**src/rtl/bus_transfer_sequencer.sv**
```systemverilog
// Register-transfer sequencer: drives the shared bus select and the register load enables
// for MOVE / ALU / ALU_WIDE requests accepted one at a time over valid/ready.
module bus_transfer_sequencer #(
    parameter int CODE_ZHIGH = 18,
    parameter int CODE_ZLOW  = 19,
    parameter int SRC_MAX    = 23,
    parameter int OP_W       = 5
) (
    input  logic            clock,
    input  logic            clear,
    input  logic            req_valid,
    output logic            req_ready,
    input  logic [1:0]      req_kind,
    input  logic [4:0]      req_src_a,
    input  logic [4:0]      req_src_b,
    input  logic [4:0]      req_dst,
    input  logic [OP_W-1:0] req_op,
    output logic [4:0]      bus_code,
    output logic [15:0]     reg_in,
    output logic            hi_in,
    output logic            lo_in,
    output logic            pc_in,
    output logic            mdr_in,
    output logic            y_in,
    output logic            z_in,
    output logic [OP_W-1:0] alu_op,
    output logic            done,
    output logic            error
);

    localparam logic [4:0] L_ZHIGH   = 5'(CODE_ZHIGH);
    localparam logic [4:0] L_ZLOW    = 5'(CODE_ZLOW);
    localparam logic [4:0] L_SRC_MAX = 5'(SRC_MAX);
    localparam logic [1:0] K_MOVE = 2'd0;
    localparam logic [1:0] K_WIDE = 2'd2;
    localparam logic [1:0] K_ILL  = 2'd3;

    typedef enum logic [2:0] {
        S_IDLE, S_MOVE, S_T_A, S_T_B, S_T_ZL, S_T_LO, S_T_HI, S_ERR
    } state_t;

    state_t          r_state, w_next;
    logic [1:0]      r_kind;
    logic [4:0]      r_src_a, r_src_b, r_dst;
    logic [OP_W-1:0] r_op;

    logic w_accept, w_dst_ok, w_illegal, w_dst_load;

    assign w_accept = req_valid && (r_state == S_IDLE);
    assign w_dst_ok = (req_dst <= 5'd17) || (req_dst == 5'd20) || (req_dst == 5'd21);
    // Legality is judged on the live request only at accept; afterwards only latched fields matter.
    assign w_illegal = (req_kind == K_ILL)
                    || (req_src_a > L_SRC_MAX)
                    || ((req_kind != K_MOVE) && (req_src_b > L_SRC_MAX))
                    || ((req_kind != K_WIDE) && !w_dst_ok);

    always_ff @(posedge clock) begin
        if (clear) begin
            r_state <= S_IDLE;
            r_kind  <= '0;
            r_src_a <= '0;
            r_src_b <= '0;
            r_dst   <= '0;
            r_op    <= '0;
        end else begin
            r_state <= w_next;
            if (w_accept) begin
                r_kind  <= req_kind;
                r_src_a <= req_src_a;
                r_src_b <= req_src_b;
                r_dst   <= req_dst;
                r_op    <= req_op;
            end
        end
    end

    always_comb begin
        w_next = r_state;
        case (r_state)
            S_IDLE: begin
                if (req_valid) begin
                    if (w_illegal)             w_next = S_ERR;
                    else if (req_kind == K_MOVE) w_next = S_MOVE;
                    else                       w_next = S_T_A;
                end
            end
            S_T_A:  w_next = S_T_B;
            S_T_B:  w_next = (r_kind == K_WIDE) ? S_T_LO : S_T_ZL;
            S_T_LO: w_next = S_T_HI;
            default: w_next = S_IDLE;
        endcase
    end

    always_comb begin
        req_ready  = (r_state == S_IDLE);
        bus_code   = '0;
        reg_in     = '0;
        hi_in      = 1'b0;
        lo_in      = 1'b0;
        pc_in      = 1'b0;
        mdr_in     = 1'b0;
        y_in       = 1'b0;
        z_in       = 1'b0;
        alu_op     = '0;
        done       = 1'b0;
        error      = 1'b0;
        w_dst_load = 1'b0;
        case (r_state)
            S_MOVE: begin
                bus_code   = r_src_a;
                w_dst_load = 1'b1;
                done       = 1'b1;
            end
            S_T_A: begin
                bus_code = r_src_a;
                y_in     = 1'b1;
            end
            S_T_B: begin
                bus_code = r_src_b;
                z_in     = 1'b1;
                alu_op   = r_op;
            end
            S_T_ZL: begin
                bus_code   = L_ZLOW;
                w_dst_load = 1'b1;
                done       = 1'b1;
            end
            S_T_LO: begin
                bus_code = L_ZLOW;
                lo_in    = 1'b1;
            end
            S_T_HI: begin
                bus_code = L_ZHIGH;
                hi_in    = 1'b1;
                done     = 1'b1;
            end
            S_ERR:   error = 1'b1;
            default: ;
        endcase
        // Destination decode; r_dst was range-checked at accept so exactly one enable fires.
        if (w_dst_load) begin
            if (r_dst < 5'd16) begin
                reg_in[r_dst[3:0]] = 1'b1;
            end else begin
                case (r_dst)
                    5'd16:   hi_in  = 1'b1;
                    5'd17:   lo_in  = 1'b1;
                    5'd20:   pc_in  = 1'b1;
                    5'd21:   mdr_in = 1'b1;
                    default: ;
                endcase
            end
        end
    end

endmodule

```
**config.mk**
```make
export PLATFORM = sky130hd
export DESIGN_NAME = bus_transfer_sequencer
export DESIGN_NICKNAME = d
export VERILOG_FILES = /design/src/rtl/bus_transfer_sequencer.sv
export SDC_FILE = /design/constraint.sdc
export NUM_CORES = 1
export LEC_CHECK = 0
export BUFFER_PORTS_ARGS = -buffer_cell sky130_fd_sc_hd__clkbuf_2
export CAP_MARGIN = 10
export CORE_MARGIN = 2
export CORE_UTILIZATION = 40
export DETAILED_ROUTE_END_ITERATION = 8
export PLACE_DENSITY = 0.74
export SLEW_MARGIN = 20
export SYNTH_ARGS = -nofsm -noshare
export SYNTH_HDL_FRONTEND = slang
export SYNTH_SLANG_ARGS = --single-unit
```
**constraint.sdc**
```tcl
create_clock -name clock -period 1.2 [get_ports clock]
set_input_delay 0.06 -clock clock [delete_from_list [all_inputs] [get_ports clock]]
set_output_delay 0.06 -clock clock [all_outputs]
set_load 0.02 [all_outputs]
```
==> results of run 1 <==
[repair_timing]
item	in CTS	in global routing
endpoints found under the setup margin	60	60
hold buffers	22	0
cloned	1	3
pin swaps	12	40
gates resized for setup	67	82
buffers inserted	5	5
hold endpoints to repair	22	0
[synthesized netlist by cell type, types with 4 or more instances]
cell / number
a21oi_1: 26
and3_1: 5
clkbuf_1: 7
dfxtp_1: 25
nand2_1: 59
nand3_1: 4
nand3b_1: 4
nor2_1: 27
o21ai_0: 8
[layout by cell type (no fill, tap or decap), types with 4 or more instances in the layout]
| master | n |
|---|---|
| nand2_2 | 10 |
| clkbuf_8 | 5 |
| buf_4 | 24 |
| nand2_1 | 30 |
| clkbuf_2 | 36 |
| nand2_4 | 18 |
| clkbuf_4 | 12 |
| dlygate4sd3_1 | 22 |
| nand3b_1 | 4 |
| o21ai_0 | 6 |
| nor2_1 | 22 |
| and3_4 | 4 |
| buf_6 | 12 |
| a21oi_2 | 21 |
| nor2_4 | 4 |
| buf_8 | 5 |
| dfxtp_1 | 21 |
[how the worst max path moves through the flow]
stage                    start    endpoint  slack, ns  cells after the start
CTS                 r_state[0]       hi_in      -0.46                      5
floorplan             r_dst[0]  reg_in[12]      -0.10                      3
global placement    r_state[1]  r_src_b[3]      -0.20                      5
detailed placement  r_state[1]  r_state[0]      -0.26                      5
finish              r_state[0]   reg_in[2]      -0.59                      6
global route        r_state[0]   reg_in[1]      -0.64                      6
[power by group]
| part | switching, mW | total, mW | internal [mW] | leakage [nW] |
|---|---|---|---|---|
| clock network | 0.265 | 0.391 | 0.125 | 0.0177 |
| logic | 0.918 | 1.75 | 0.827 | 1.02 |
| registers | 0.125 | 1.05 | 0.929 | 0.207 |
[routing by layer]
metal,vias to the layer above,routed length [um]
li1,888,-
met1,900,2200
met2,103,3180
met3,17,418
met4,0,183
met5,-,0
[layout make-up]
class | count | area [sq um]
Clock buffer | 3 | 22.5
Clock inverter | 1 | 5.00
Fill cell | 159 | 454
Inverter | 3 | 11.3
Multi-Input combinational cell | 159 | 1210
Sequential cell | 25 | 508
Tap cell | 46 | 57.6
Timing Repair Buffer | 117 | 1020
[registers in the layout, indices dropped and copies added, names as in the netlist]
register / flops
r_op: 5
r_dst: 5
r_src_a: 5
r_state: 3
r_src_b: 5
r_kind: 2
[kinds of logic (layout without fill, tap and decap cells)]
| logic type | count (synthesis) | in the layout |
|---|---|---|
| xor gates and xnor gates | 2 | 2 |
| muxes | 1 | 1 |
| DFF | 25 | 25 |
| buffers and inverters | 16 | 124 |
| and+or+nand+nor | 110 | 112 |
| AOI/OAI and AO/OA | 44 | 44 |
[stage by stage]
stage | power, mW | cells | cell area [sq um] | worst slack [ns]
global placement | 2.01 | 315 | 1920 | -0.195
floorplan | 1.66 | 198 | 1450 | -0.103
finish | 3.19 | 354 | 2830 | -0.590
global route | 3.33 | 354 | 2830 | -0.636
CTS | 2.65 | 346 | 2450 | -0.464
detailed placement | 2.02 | 315 | 1920 | -0.256
[worst max-delay path, cell delays in order (launching register included)]
cell	delay [ns]
dfxtp_2	0.37
xnor2_2	0.16
nor3_2	0.20
nand2b_1	0.20
buf_6	0.18
nor2_1	0.11
clkbuf_4	0.19
==> results by group, run 1 <==
Die
  – Chip width: 62.2 um
  – Initial Util: 41.2%
  – Die footprint: 3860 sq um
  – Row count: 21
  – IO Pins: 60
  – Die Y: 62.2 um
  – Core area: 3280 sq um

Clock tree
  – Clk Latency, worst-skew pair: 0.33 ns
  – H-Tree Depth: 1
  – CTS max path bufs: 2
  – CTS Buf Count: 3
  – TritonCTS Sinks: 25
  – CTS tree: yes
  – Reg clk slew, reported paths: 0.14 ns
  – Root buf cell: clkbuf_4

STA
  – Rel. slew slack: 68.3%
  – Final number of max-transition violations: 0
  – Worst-margin pin slew: 0.470 ns
  – Period utilization: 149%
  – Min Clock Period, post-route: 1.79 ns
  – Worst Clk Skew: 0.00385 ns
  – FMAX: 559 MHz
  – Setup Viol. Count Final: 60
  – Setup WS post-layout: -0.590 ns
  – Unrepaired setup endpoints after global routing: true
  – Setup tns final: -23.55 ns
  – Final Hold Viols: 0
  – Final hold slack: 0.151 ns

Power and ir drop
  – P per Cell Area: 1130 nW/um^2
  – Maximum vdd drop: 856 uV
  – P_leak: 1.24 nW

Setup path
  – Crit path arrival time: 1.73 ns
  – Critical Path Start Type: register
  – Crit path required time: 1.14 ns
  – Worst-path fanout max: 4
  – Worst r2r path cells: 8
  – R2R setup slack: -0.40 ns
  – FF-to-FF Start: r_state[2]
  – Worst R2R End: r_src_a[2]
  – Setup CP Type: register to output pin
  – CP Capture Type: output pin

Logic synthesis
  – Primary FF master, synth: dfxtp_1
  – YS warnings: 0
  – Mapped Area: 1350 sq um
  – Post-synthesis xor/xnor area fraction: 1.30%
  – Asr flop ratio synth: 0%
  – Synth area leader: dfxtp_1
  – Area contributors post-synth: dfxtp_1 37%, nand2_1 16%, a21oi_1 9.6%
  – Sequential area share after synthesis: 37.0%
  – Mapped Avg Cell Area: 6.83 sq um
  – Seq cells post-synth: 25
  – Syn Nets: 223
  – Gate count after technology mapping: 198
  – Compound-Gate Fraction of Synth Area: 19.2%
  – Post-synth EDFFs: 0
  – Post-synth cell types: 30
  – Main combinational cell family by area after synthesis: simple AND/OR/NAND/NOR gates
  – Yosys top cell area share: 37.0%
  – Adder-cell share of the synthesized area: 0%
  – Post-Synth Simple-Gate Area: 36.2%
  – Post-synthesis mux area share: 0.740%

Global route
  – Largest net degree at the start of global routing: 18
  – Met2 Usage GRT: 42.7%
  – Global routing's busiest layer: met2
  – GRT Total Usage: 23.5%
  – Met1 usage: 27.8%
  – Met3 Resource Use GR: 3.26%
  – Antenna violations before repair: 0
  – Gr ovfl total: 0
  – Vias in the first global route: 1639
  – First-pass GRT wire length: 7350 um

Routing
  – Vias: 1908
  – Detailed Route Iter0 Violations: 121
  – Wire per inst: 16.9 um
  – First-pass detailed-route iteration total: 4
  – Final wirelength: 5980 um
  – DRT antenna net count: 0
  – Remaining DRCs: 0
  – Vias per std cell: 5.39

Cells and area
  – Nets: 334
  – Area growth syn-to-layout: 109%
  – N_diodes: 0
  – Final core utilization: 86.2%
  – Share of cells above drive strength 1: 59.1%

Min path
  – WHS Path Cells: 4
  – Hold path endpoint: r_state[1]
  – Worst Hold Class: input port to register
  – Worst hold start: req_kind[1]

Run
  – Max-Cap Viols: 0

Place
  – HPWL Detailed: 2800 um
  – # port buffers: 59
  – Gpl congestion: 0.798

Outcome
  – Failing checks: negative setup slack
  – Outcome: complete, but fails checks
Power figures use the tool's default switching activity.
==> run 2: changes to the inputs <==
--- a/config.mk
+++ b/config.mk
@@ -7,9 +7,11 @@
 export LEC_CHECK = 0
 export BUFFER_PORTS_ARGS = -buffer_cell sky130_fd_sc_hd__clkbuf_2
 export CAP_MARGIN = 10
+export CORE_ASPECT_RATIO = 1.75
 export CORE_MARGIN = 2
 export CORE_UTILIZATION = 40
 export DETAILED_ROUTE_END_ITERATION = 8
+export MAX_ROUTING_LAYER = met4
 export PLACE_DENSITY = 0.74
 export SLEW_MARGIN = 20
 export SYNTH_ARGS = -nofsm -noshare
==> results by group, run 2 (synthesis gave the netlist of run 1 again) <==
Setup path
  – End point of the critical path: bus_code[0] (was reg_in[2])
  – FF-to-FF Start: r_state[2] (unchanged)
  – Worst R2R End: r_state[2] (was r_src_a[2])
  – Critical Path Start Type: register (unchanged)
  – R2R setup slack: -0.38 ns (was -0.40 ns)
  – Crit path arrival time: 1.56 ns (was 1.73 ns)
  – Crit path required time: 1.14 ns (about the same)
  – Worst r2r path cells: 6 (was 8)
  – Worst-path fanout max: 3 (was 4)
  – Setup CP Type: register to output pin (unchanged)
  – CP Capture Type: output pin (unchanged)
  – Critical path startpoint: r_state[2] (was r_state[0])

STA
  – Final hold slack: -0.00521 ns (was 0.151 ns)
  – Worst Clk Skew: 0.00130 ns (was 0.00385 ns)
  – FMAX: 616 MHz (was 559 MHz)
  – Rel. slew slack: 68.6% (was 68.3%)
  – Setup tns final: -20.22 ns (was -23.55 ns)
  – Final Hold Viols: 2 (was 0)
  – Final number of max-transition violations: 0 (unchanged)
  – Period utilization: 135% (was 149%)
  – Worst-margin pin slew: 0.471 ns (was 0.470 ns)
  – Min Clock Period, post-route: 1.62 ns (was 1.79 ns)
  – Setup WS post-layout: -0.424 ns (was -0.590 ns)
  – Unrepaired setup endpoints after global routing: true (unchanged)
  – Setup Viol. Count Final: 60 (unchanged)

Power and ir drop
  – Internal power: 2.05 mW (was 1.88 mW)
  – Maximum vdd drop: 1170 uV (was 856 uV)
  – P_leak: 1.13 nW (was 1.24 nW)
  – Reg power frac: 30.4% (was 33.0%)
  – Switching portion of total power: 39.2% (was 41.0%)
  – Combinational share of power: 54.0% (was 54.7%)
  – Share of total power in the clock network: 15.6% (was 12.2%)
  – Sw power: 1.33 mW (was 1.31 mW)
  – P per Cell Area: 1230 nW/um^2 (was 1130 nW/um^2)

Clock tree
  – CTS tree: yes (unchanged)
  – H-Tree Depth: 1 (unchanged)
  – CTS max path bufs: 2 (unchanged)
  – TritonCTS Sinks: 25 (unchanged)
  – CTS Buf Count: 3 (unchanged)
  – Root buf cell: clkbuf_8 (was clkbuf_4)
  – Clk Latency, worst-skew pair: 0.28 ns (was 0.33 ns)
  – Reg clk slew, reported paths: 0.09 ns (was 0.14 ns)

Routing
  – First-pass detailed-route iteration total: 4 (unchanged)
  – WL met1: 2260 um (was 2200 um)
  – Final wirelength: 6120 um (was 5980 um)
  – DRT antenna net count: 0 (unchanged)
  – Vias: 1855 (was 1908)
  – Remaining DRCs: 0 (unchanged)
  – Wire per inst: 17.9 um (was 16.9 um)
  – Detailed Route Iter0 Violations: 84 (was 121)
  – Wire length on met3: 195 um (was 418 um)
  – Routed length on met2: 3430 um (was 3180 um)
  – Vias per std cell: 5.42 (was 5.39)
  – Top sig layer: met4 (unchanged)

Run
  – Max-Cap Viols: 0 (unchanged)

Outcome
  – Outcome: complete, but fails checks (unchanged)
  – Failing checks: negative hold slack, negative setup slack (was negative setup slack)

Die
  – Core area: 3290 sq um (was 3280 sq um)
  – Die footprint: 3880 sq um (was 3860 sq um)
  – Initial Util: 41.1% (was 41.2%)
  – Chip width: 48.0 um (was 62.2 um)
  – Row count: 28 (was 21)
  – Die Y: 80.9 um (was 62.2 um)
  – IO Pins: 60 (unchanged)

Cells and area
  – Filler cells: 192 (was 159)
  – Nets: 323 (was 334)
  – N_diodes: 0 (unchanged)
  – Commonest non-fill, non-tap cell in the layout: nand2_1 (was clkbuf_2)
  – Area growth syn-to-layout: 103% (was 109%)
  – Most frequent cells in the layout: 31 x nand2_1, 26 x nand2_2, 26 x buf_6 (was 36 x clkbuf_2, 30 x nand2_1, 24 x buf_4)
  – Final cell count without fillers: 342 (was 354)
  – Share of cells above drive strength 1: 63.6% (was 59.1%)
  – Final Cell Area: 2740 sq um (was 2830 sq um)

Global route
  – First-pass GRT wire length: 8450 um (was 7350 um)
  – Antenna violations before repair: 0 (unchanged)
  – Gr ovfl total: 0 (unchanged)
  – Largest net degree at the start of global routing: 16 (was 18)
  – GRT Total Usage: 31.2% (was 23.5%)
  – Vias in the first global route: 1875 (was 1639)

Place
  – Gpl congestion: 0.821 (was 0.798)
  – # port buffers: 59 (unchanged)
  – HPWL Detailed: 3070 um (was 2800 um)
  – Placed cell count: 314 (was 315)
  – Placed Instance Area: 1900 sq um (was 1920 sq um)

Min path
  – Worst Hold Class: input port to register (unchanged)
## run 2: worst min path at each step
stage	from	to	depth (start not counted)
2_1_floorplan	req_kind[0]	r_kind[0]	2
3_3_place_gp	req_src_a[1]	r_src_a[1]	3
3_5_place_dp	req_src_a[1]	r_src_a[1]	3
4_1_cts	req_op[3]	r_op[3]	3
5_1_grt	req_op[1]	r_op[1]	3
6_report	req_op[0]	r_op[0]	3
## run 2: through the flow
stage	util (%)	setup WS [ns]	power (mW)
after floorplan	-	-0.103	1.66
after global placement	57.8	-0.169	2.00
after detailed placement	57.8	-0.251	2.01
after CTS	73.3	-0.408	2.95
after global routing	83.3	-0.531	3.53
final	83.3	-0.424	3.38
## run 2: cell type report
class	count	area (sq um)	share of cell area, %
inverter	3	13.8	0.502
sequential	25	512	18.7
timing repair buffer	105	945	34.4
multi-input combinational	160	1170	42.7
clock buffer	4	45.0	1.64
tap	45	56.3	2.05
## run 2: power by group through the flow
stage / Sequential, mW / Clock [mW] / Combinational, mW
floorplan: 1.00 / 0 / 0.659
global placement: 1.01 / 0 / 0.985
detailed placement: 1.02 / 0 / 0.996
CTS: 1.00 / 0.515 / 1.43
global route: 1.03 / 0.572 / 1.93
finish: 1.03 / 0.528 / 1.83
## run 2: worst max-delay path, cell delays in order, from the launching register on
cell and delay [ns]:
dfxtp_4 0.39, buf_4 0.13, buf_6 0.12, inv_4 0.04
nand2_2 0.08, o21ai_1 0.07, a221o_1 0.32, buf_6 0.14
## run 2: routing by layer
layer	vias to the layer above	global-route usage, %
li1	864	-
met1	901	31.5
met2	68	52.8
met3	22	4.67
met4	0	18.9
met5	-	-
## run 2: repair_timing
action / CTS / global route
buffers inserted: 10 / 5
endpoints found under the setup margin: 60 / 60
hold buffers: 3 / 2
cloned: 5 / 0
gates resized for setup: 93 / 98
pin swaps: 9 / 16
endpoints found under the hold margin: 3 / 2
